$ cat config.mk
export PLATFORM = sky130hd
export DESIGN_NAME = syn_deframer
export DESIGN_NICKNAME = d
export VERILOG_FILES = /design/src/rtl/syn_pkg.sv /design/src/rtl/syn_frame_timer.sv /design/src/rtl/syn_deframer.sv
export SDC_FILE = /design/constraint.sdc
export NUM_CORES = 1
export LEC_CHECK = 0
export ABC_AREA = 0
export CORE_MARGIN = 2
export CORE_UTILIZATION = 58
export DETAILED_ROUTE_END_ITERATION = 7
export PLACE_DENSITY = 0.85
export SYNTH_ARGS = -nofsm -noshare
export SYNTH_HDL_FRONTEND = slang
export SYNTH_SLANG_ARGS = --single-unit
$ cat constraint.sdc
create_clock -name clk -period 4.1 [get_ports clk]
set_clock_uncertainty 0.1 [all_clocks]
set_input_delay 0.615 -clock clk [delete_from_list [all_inputs] [get_ports clk]]
set_output_delay 0.615 -clock clk [all_outputs]
set_load 0.005 [all_outputs]
$ cat src/rtl/syn_pkg.sv
//==============================================================================
// syn_pkg : sync/escape words and state type shared by framer and deframer.
// Revision : 1.0
//==============================================================================
`default_nettype none

package syn_pkg;

    localparam logic [23:0] SYNC_POS = 24'h7FFFFF;
    localparam logic [23:0] SYNC_NEG = 24'h800000;
    localparam logic [23:0] ESC_POS  = 24'h7FFFFE;
    localparam logic [23:0] ESC_NEG  = 24'h800001;

    typedef enum logic [1:0] {
        HUNT   = 2'd0,
        SYNC1  = 2'd1,
        SYNC2  = 2'd2,
        LOCKED = 2'd3
    } state_t;

endpackage

`default_nettype wire

$ cat src/rtl/syn_frame_timer.sv
//==============================================================================
// syn_frame_timer : counts emitted frames since the last header; flags timeout.
// Revision : 1.0
//==============================================================================
`default_nettype none

module syn_frame_timer #(
    parameter int MAX_FRAMES = 1024
) (
    input  logic clk,
    input  logic reset,
    input  logic clear,
    input  logic tick,
    output logic expire
);

    localparam int CNT_W = $clog2(MAX_FRAMES + 1);
    localparam logic [CNT_W-1:0] LAST_FRAME = CNT_W'(MAX_FRAMES - 1);

    logic [CNT_W-1:0] frame_cnt;

    always_ff @(posedge clk) begin
        if (reset || clear) begin
            frame_cnt <= '0;
        end else if (tick) begin
            frame_cnt <= frame_cnt + CNT_W'(1);
        end
    end

    // Fires on the tick that completes the MAX_FRAMES-th frame.
    assign expire = tick && (frame_cnt == LAST_FRAME);

endmodule

`default_nettype wire

$ cat src/rtl/syn_deframer.sv
//==============================================================================
// syn_deframer : hunts for the sync header and reassembles NUM_CH-word samples.
// Optional: define SYN_ERR_CNT_EN to add the saturating err_cnt output.
// Revision : 1.0
//==============================================================================
`default_nettype none

module syn_deframer
    import syn_pkg::*;
#(
    parameter int DATA_W     = 24,
    parameter int NUM_CH     = 8,
    parameter int MAX_FRAMES = 1024
) (
    input  logic                     clk,
    input  logic                     reset,
    input  logic                     in_valid,
    input  logic [DATA_W-1:0]        in_data,
    output logic [NUM_CH*DATA_W-1:0] out_data,
    output logic                     out_valid,
    output logic                     locked,
    output logic                     frame_err
`ifdef SYN_ERR_CNT_EN
    ,
    output logic [15:0]              err_cnt
`endif
);

    localparam int SC_W  = $clog2(NUM_CH + 1);
    localparam int IDX_W = $clog2(NUM_CH);
    localparam logic [SC_W-1:0]  LAST_SYNC = SC_W'(NUM_CH - 1);
    localparam logic [IDX_W-1:0] LAST_IDX  = IDX_W'(NUM_CH - 1);

    state_t            state, state_n;
    logic [SC_W-1:0]   sync_cnt, sync_cnt_n;
    logic [IDX_W-1:0]  ch_idx, ch_idx_n;
    logic              relock, relock_n;
    logic              err_n;
    logic              emit;
    logic              store;
    logic              timer_clear;
    logic              expire;
    logic              is_pos;
    logic              is_neg;
    logic [(NUM_CH-1)*DATA_W-1:0] frame_buf;

    assign is_pos = (in_data == DATA_W'(SYNC_POS));
    assign is_neg = (in_data == DATA_W'(SYNC_NEG));

    always_comb begin
        state_n     = state;
        sync_cnt_n  = sync_cnt;
        ch_idx_n    = ch_idx;
        relock_n    = relock;
        err_n       = 1'b0;
        emit        = 1'b0;
        store       = 1'b0;
        timer_clear = 1'b0;
        if (in_valid) begin
            case (state)
                HUNT: begin
                    if (is_pos) begin
                        state_n    = SYNC1;
                        sync_cnt_n = SC_W'(1);
                    end
                end
                SYNC1: begin
                    if (is_pos) begin
                        if (sync_cnt == LAST_SYNC) begin
                            state_n    = SYNC2;
                            sync_cnt_n = '0;
                        end else begin
                            sync_cnt_n = sync_cnt + SC_W'(1);
                        end
                    end else begin
                        state_n    = HUNT;
                        sync_cnt_n = '0;
                        relock_n   = 1'b0;
                        err_n      = relock;
                    end
                end
                SYNC2: begin
                    if (is_neg) begin
                        if (sync_cnt == LAST_SYNC) begin
                            state_n     = LOCKED;
                            sync_cnt_n  = '0;
                            ch_idx_n    = '0;
                            relock_n    = 1'b0;
                            timer_clear = 1'b1;
                        end else begin
                            sync_cnt_n = sync_cnt + SC_W'(1);
                        end
                    end else if (is_pos) begin
                        state_n    = SYNC1;
                        sync_cnt_n = SC_W'(1);
                    end else begin
                        state_n    = HUNT;
                        sync_cnt_n = '0;
                        relock_n   = 1'b0;
                        err_n      = relock;
                    end
                end
                LOCKED: begin
                    if (is_neg || (is_pos && ch_idx != '0)) begin
                        state_n  = HUNT;
                        ch_idx_n = '0;
                        err_n    = 1'b1;
                    end else if (is_pos) begin
                        // Header may be starting on a frame boundary: keep lock while it is checked.
                        state_n    = SYNC1;
                        sync_cnt_n = SC_W'(1);
                        relock_n   = 1'b1;
                    end else if (ch_idx == LAST_IDX) begin
                        emit     = 1'b1;
                        ch_idx_n = '0;
                        if (expire) begin
                            state_n = HUNT;
                            err_n   = 1'b1;
                        end
                    end else begin
                        store    = 1'b1;
                        ch_idx_n = ch_idx + IDX_W'(1);
                    end
                end
                default: state_n = HUNT;
            endcase
        end
    end

    always_ff @(posedge clk) begin
        if (reset) begin
            state     <= HUNT;
            sync_cnt  <= '0;
            ch_idx    <= '0;
            relock    <= 1'b0;
            out_valid <= 1'b0;
            frame_err <= 1'b0;
        end else begin
            state     <= state_n;
            sync_cnt  <= sync_cnt_n;
            ch_idx    <= ch_idx_n;
            relock    <= relock_n;
            out_valid <= emit;
            frame_err <= err_n;
        end
    end

    for (genvar i = 0; i < NUM_CH - 1; i++) begin : g_slot
        logic [DATA_W-1:0] word;
        always_ff @(posedge clk) begin
            if (reset) begin
                word <= '0;
            end else if (store && ch_idx == IDX_W'(i)) begin
                word <= in_data;
            end
        end
        assign frame_buf[i*DATA_W +: DATA_W] = word;
    end

    // The last channel word goes straight to the output alongside the stored ones.
    always_ff @(posedge clk) begin
        if (reset) begin
            out_data <= '0;
        end else if (emit) begin
            out_data <= {in_data, frame_buf};
        end
    end

    assign locked = (state == LOCKED) || (relock && (state == SYNC1 || state == SYNC2));

    syn_frame_timer #(
        .MAX_FRAMES (MAX_FRAMES)
    ) u_frame_timer (
        .clk    (clk),
        .reset  (reset),
        .clear  (timer_clear),
        .tick   (emit),
        .expire (expire)
    );

`ifdef SYN_ERR_CNT_EN
    always_ff @(posedge clk) begin
        if (reset) begin
            err_cnt <= '0;
        end else if (err_n && err_cnt != 16'hFFFF) begin
            err_cnt <= err_cnt + 16'd1;
        end
    end
`endif

endmodule

`default_nettype wire

Yosys cells after proc, flatten, opt, wreduce, memory -nomap -nowiden
Index checks and enable logic that the tools add are counted.

cells by class
  muxes and demuxes = 51
  bitwise operators = 1
  add/subtract/negate cells = 3
  reductions and logical operators = 24
  equal/unequal tests = 24

operators with widths
  operator                                                number
  two-way mux 1 bit                                       27
  equality test 24 x 23 -> 1 bit (second input constant)  1
  equality test 24 bit (second input constant)            1
  two-way mux 4 bit                                       5
  two-way mux 2 bit                                       9
  case mux 4 bit (4 select lines)                         1
  two-way mux 3 bit                                       5
  equality test 3 bit (second input constant)             4
  adder 11 x 1 -> 11 bit (second input constant)          1
  equality test 11 x 10 -> 1 bit (second input constant)  1
  logical AND 1 bit                                       10
  inequality test 2 bit (second input constant)           5
  AND reduction 5 bit                                     2
  inequality test 3 bit (second input constant)           3
  inequality test 4 bit (second input constant)           2
  case mux 2 bit (4 select lines)                         1
  equality test 3 x 2 -> 1 bit (second input constant)    2
  case mux 1 bit (3 select lines)                         2
  case mux 3 bit (2 select lines)                         1
  AND reduction 6 bit                                     1
  nonzero test 3 bit                                      2
  adder 4 x 1 -> 4 bit (second input constant)            1
  equality test 2 bit (second input constant)             2
  equality test 4 x 3 -> 1 bit (second input constant)    1
  other kinds (10)                                        13

word-level totals
  logic and storage cells = 118
  register bits after elaboration = 383
  input bits = 27
  output and inout bits = 195

Logic depth before layout (Yosys ltp)
  word-level depth = 12
  gate-level depth with buffers = 11
  mapped depth without buffers = 8

By module
Synthesis repeated with hierarchy kept, for this count alone.

second synthesis, totals
  cells, all modules = 1760
  area total of the unflattened synthesis = 14327.5 um2

by module, submodules not included
  module           seq. area each (um2)  instances  area an instance (um2)  cells each
  syn_deframer     7447.1                1          13804.5                 1702
  syn_frame_timer  220.2                 1          523.0                   58

Least setup slack after synthesis
OpenSTA, ideal clock, no wires.

  path kind = input -> register
  start = input port in_data[22]
  end = register state[1]
  setup time = 121 ps
  path buffers = 1
  cell stages on the path = 7
  setup slack = 1491 ps
  arrival time = 2388 ps
  required time = 3879 ps
  cell sequence = buf_2 > or4_4 > nor2_8 > nand2_4 > a31o_1 > a211o_1 > mux2_4

on the way
  word-level cells in the longest chain between the ends = 9
  elaborated cells between the ends (all ways) = 20
  those cells by class = eq/ne (7); mux (9); reduce/logical (4)

ends and longest elaborated chain
  item                                    RTL line               text
  from (decl)                             syn_deframer.sv:18     input logic [DATA_W-1:0] in_data,
  equality test 24 x 23 -> 1 bit          syn_deframer.sv:47     assign is_pos = (in_data == DATA_W'(SYNC_POS));
  logical AND 1 bit                       syn_deframer.sv:104    if (is_neg || (is_pos && ch_idx != '0)) begin
  logical OR 1 bit                        syn_deframer.sv:104
  two-way mux 1 bit                       syn_deframer.sv:104
  two-way mux 1 bit                       syn_deframer.sv:60     case (state)
  two-way mux 1 bit                       syn_deframer.sv:59     if (in_valid) begin
  logical AND 1 bit                       syn_frame_timer.sv:31  assign expire = tick && (frame_cnt == LAST_FRAME);
  inequality test 4 bit (no source line)  --
  AND reduction 6 bit (no source line)    --
  to (signal assigned)                    syn_deframer.sv:139    state <= state_n;
  to (decl)                               syn_deframer.sv:34     state_t state, state_n;

Several ways; a longest one is shown, not always the timed one.
A chain may end at the register's enable or synchronous reset.

Worst setup path after layout
  start = input port in_data[8]
  end = register g_slot[0].word[5]

on the way
  word-level cells in the longest chain between the ends = 7
  elaborated cells between the ends (all ways) = 9
  those cells by class = eq/ne (2); mux (4); reduce/logical (3)

ends and longest elaborated chain
  item                            RTL line             text
  equality test 24 x 23 -> 1 bit  syn_deframer.sv:47
  logical AND 1 bit               syn_deframer.sv:104
  logical OR 1 bit                syn_deframer.sv:104
  two-way mux 1 bit *             syn_deframer.sv:104
  two-way mux 1 bit *             syn_deframer.sv:60
  two-way mux 1 bit *             syn_deframer.sv:59
  logical AND 1 bit *             syn_deframer.sv:153  end else if (store && ch_idx == IDX_W'(i)) begin
  to (signal assigned)            syn_deframer.sv:154  word <= in_data;
  to (decl)                       syn_deframer.sv:149  logic [DATA_W-1:0] word;

Mark *: on every way between the ends. The rest lies on a longest branch, timed or not.

==> results.md <==
Floorplan:
- The die is 160 µm tall.
- The floorplan step set the die width to 160 µm.
- Pin placement for this block handled 222 I/O pins.
- The floorplan has 57 rows.
- The core area is 24200 µm².
- The initial utilization of the core area, before any placement, comes to 58.7%.
- The floorplan step defined a die boundary enclosing 25700 µm².

Clocking:
- The clock drives 383 sinks.
- TritonCTS built the clock tree.
- The number of setup buffers added after CTS is 0.
- The CTS clock-pin slew for the worst setup and hold paths is 60 ps.
- The number of buffers inserted for hold repair after clock tree synthesis is 0.
- In this run the deepest clock path goes through 3 buffers.
- The clock latency reported for the late side of the worst-skew pair is 540 ps.
- The H-tree was split into 2 levels.
- The clock root buffer is clkbuf_16.
- Gates resized during post-CTS repair numbered 0.
- TritonCTS created 38 clock buffers.

Critical path:
- The biggest fanout along the worst timing path is 24.
- STA classifies the critical path endpoint as a flop.
- The startpoint type of the worst setup path is an input port.
- The endpoint arrival time on the critical path is 3780 ps.
- Data on the critical path is required at its endpoint by 4450 ps.
- The path type of the worst setup path is input port to flop.

Logic synthesis:
- The share of the Yosys chip area taken by registers is 54.0%.
- For this run, asynchronously set or reset flops after synthesis account for 0%.
- Summed over its instances, the top area cell type makes up 54.0% of the synthesized netlist area.
- A synthesized cell averages 7.93 µm².
- The largest area contributor in the synthesized netlist is dfxtp_1.
- The net count after synthesis is 1829.
- The number of enable-type register cells in the synthesized netlist is 0.
- The cell area after synthesis is 14200 µm².
- Counting distinct cell types in the post-synthesis netlist gives 61.
- The synthesized flop and latch total is 383.
- In the synthesized netlist, the number of instances is 1789.
- Among all flip-flop cells after synthesis, the most frequent one is dfxtp_1.
- For this run, the number of Yosys warnings is 0.
- By area the synthesized netlist is led by dfxtp_1, nand2_1, a21oi_1.

Drt:
- The post-detailed-route wirelength per cell is 18.2 µm.
- After the first detailed-routing iteration, the DRC count stood at 1378.
- In the routed layout, each cell is associated on average with a via count of 5.70.
- The detailed-router iteration count before antenna repair is 5.
- The remaining antenna violation count is 0.
- The sum of routed wire length over all layers is 41.9 mm.
- After detailed routing, the number of remaining DRC violations is 0.
- The count of vias placed by the detailed router is 13.1k.

Cells and area:
- After the last flow step, the layout net total stands at 1984.
- In the layout the commonest cells are nand2_1, dfxtp_1, a21oi_1.
- Cells fill 73.5% of the core in the end.
- The area growth from synthesis to final layout is 25.3%.
- The share of cells above drive strength 1 is 6.54%.
- The post-route cell area is 17800 µm².
- The number of standard cells in the final layout excluding fillers is 2297.
- The library cell used most frequently in the layout, excluding fill and tap cells, is nand2_1.
- The number of antenna repair diodes is 0.

Timing:
- The sum of negative setup slack is 0 ps.
- Headroom to the max-slew limit came out at 29.7%.
- The number of failing setup endpoints in the final timing report is 0.
- Setup repair after global routing left no endpoint under its margin.
- In the finished design, the share of the clock period the worst path needs comes to 83.6%.
- For the finished layout, the period the worst path requires is 3430 ps.
- The count of final max-slew check failures is 0.
- Derived from the worst setup path, the maximum achievable clock frequency is 292 MHz.
- The hold slack is 342 ps.
- The transition at the pin with the smallest max-transition slack is 1050 ps.
- The number of hold violations in the final report is 0.
- In the post-route analysis, the smallest setup slack over all paths is 672 ps.

Global routing:
- The number of global-route vias before repair was 12.2k.
- The first global-routing pass estimated 64.7 mm of wire.
- The number of antenna violations at the first check in global routing is 1.
- The total overflow left after global routing is 0.
- The largest net degree at the start of global routing is 156.
- The combined global-route utilization of all metal layers is 31.5%.

Power and ir drop:
- Across the VDD grid, the largest voltage drop is 0.275 mV.
- The analysis attributes to cell leakage a power of 5.91 nW.
- Power spread over the standard cell area amounts to 425 nW/µm².
- Summing internal, switching and leakage power gives 7.56 mW.

Outcome:
- The run finished with clean final reports.

Job:
- The max-capacitance violation count is 0.

Placement:
- After detailed placement, the design holds a cell count of 2228.
- OpenSTA, run right after detailed placement, puts the worst setup slack at 248 ps.
- Input and output buffers added on the ports amount to 221.
- The congestion estimate from routability-driven global placement came to 0.909.
- The area after detailed placement is 16500 µm².
- Detailed placement finished with a half-perimeter wire length of 26.5 mm.

Min path:
- The kind of path behind the tightest hold check is flop to flop.
-- report_power, final --
group          internal, mW  switching [mW]
combinational        0.0776           0.188
clock                  2.13            1.44
sequential             3.73         0.00513
total                  5.93            1.63
-- Yosys cell counts (all sizes together), types with 4 or more instances --
| library cell | instances |
|---|---|
| and3 | 9 |
| xor2 | 4 |
| nand2 | 740 |
| nor2 | 16 |
| dfxtp | 383 |
| o21ai | 6 |
| nor3 | 6 |
| nand3 | 14 |
| inv | 9 |
| nand4 | 10 |
| buf | 100 |
| ha | 13 |
| clkbuf | 50 |
| and2 | 5 |
| a21oi | 372 |
| nor4 | 4 |
-- kinds of logic after synthesis --
logic type | count (synthesis) | share of synthesized area [%]
AND/OR/NAND/NOR | 823 | 23.6
AO/OA/AOI/OAI | 402 | 15.0
flip-flops | 383 | 54.0
buffers and inverters | 159 | 5.70
adder cells (fa/ha/maj) | 13 | 1.15
XOR/XNOR | 7 | 0.432
multiplexers | 2 | 0.176
-- layer usage --
| layer | part of all wire (%) | wire length [µm] | GRT usage, % | up-vias |
|---|---|---|---|---|
| met5 | 0 | 0 | 0 | - |
| met4 | 4.7 | 1960 | 14.5 | 0 |
| met3 | 11 | 4400 | 7.08 | 114 |
| met2 | 44 | 18500 | 48.4 | 681 |
| met1 | 41 | 17000 | 42.6 | 6188 |
| li1 | - | - | - | 6115 |
-- critical path, stage by stage --
cell,delay [ps]
clkdlybuf4s50_1,790
nor4_1,130
and4_1,320
a221o_1,510
nor3_4,880
nand2_1,320
a21oi_1,190
-- final cells by class --
class | instances | area, µm²
flip-flops and latches | 383 | 7670
fillers | 1775 | 6390
multi-input cells | 1247 | 5730
repair buffers | 265 | 2650
clock buffers | 55 | 1140
well taps | 324 | 405
clock inverters | 14 | 166
inverters | 9 | 33.8
-- flip-flops by register name, summed over array words and instances (netlist names) --
| register | count |
|---|---|
| u_frame_timer.frame_cnt | 11 |
| g_slot.word | 168 |
| relock | 1 |
| out_data | 192 |
| sync_cnt | 4 |
| ch_idx | 3 |
| out_valid | 1 |
| state | 2 |
| frame_err | 1 |
-- worst paths after layout --
kind,from,endpoint,slack (ps),depth (start not counted)
max,in_data[8],g_slot[0].word[5],670,7
max reg2reg,ch_idx[0],g_slot[1].word[19],850,8
min,g_slot[3].word[1],out_data[73],340,2
min reg2reg,g_slot[3].word[1],out_data[73],340,2
Note: power is estimated with default switching activity, not from simulation.
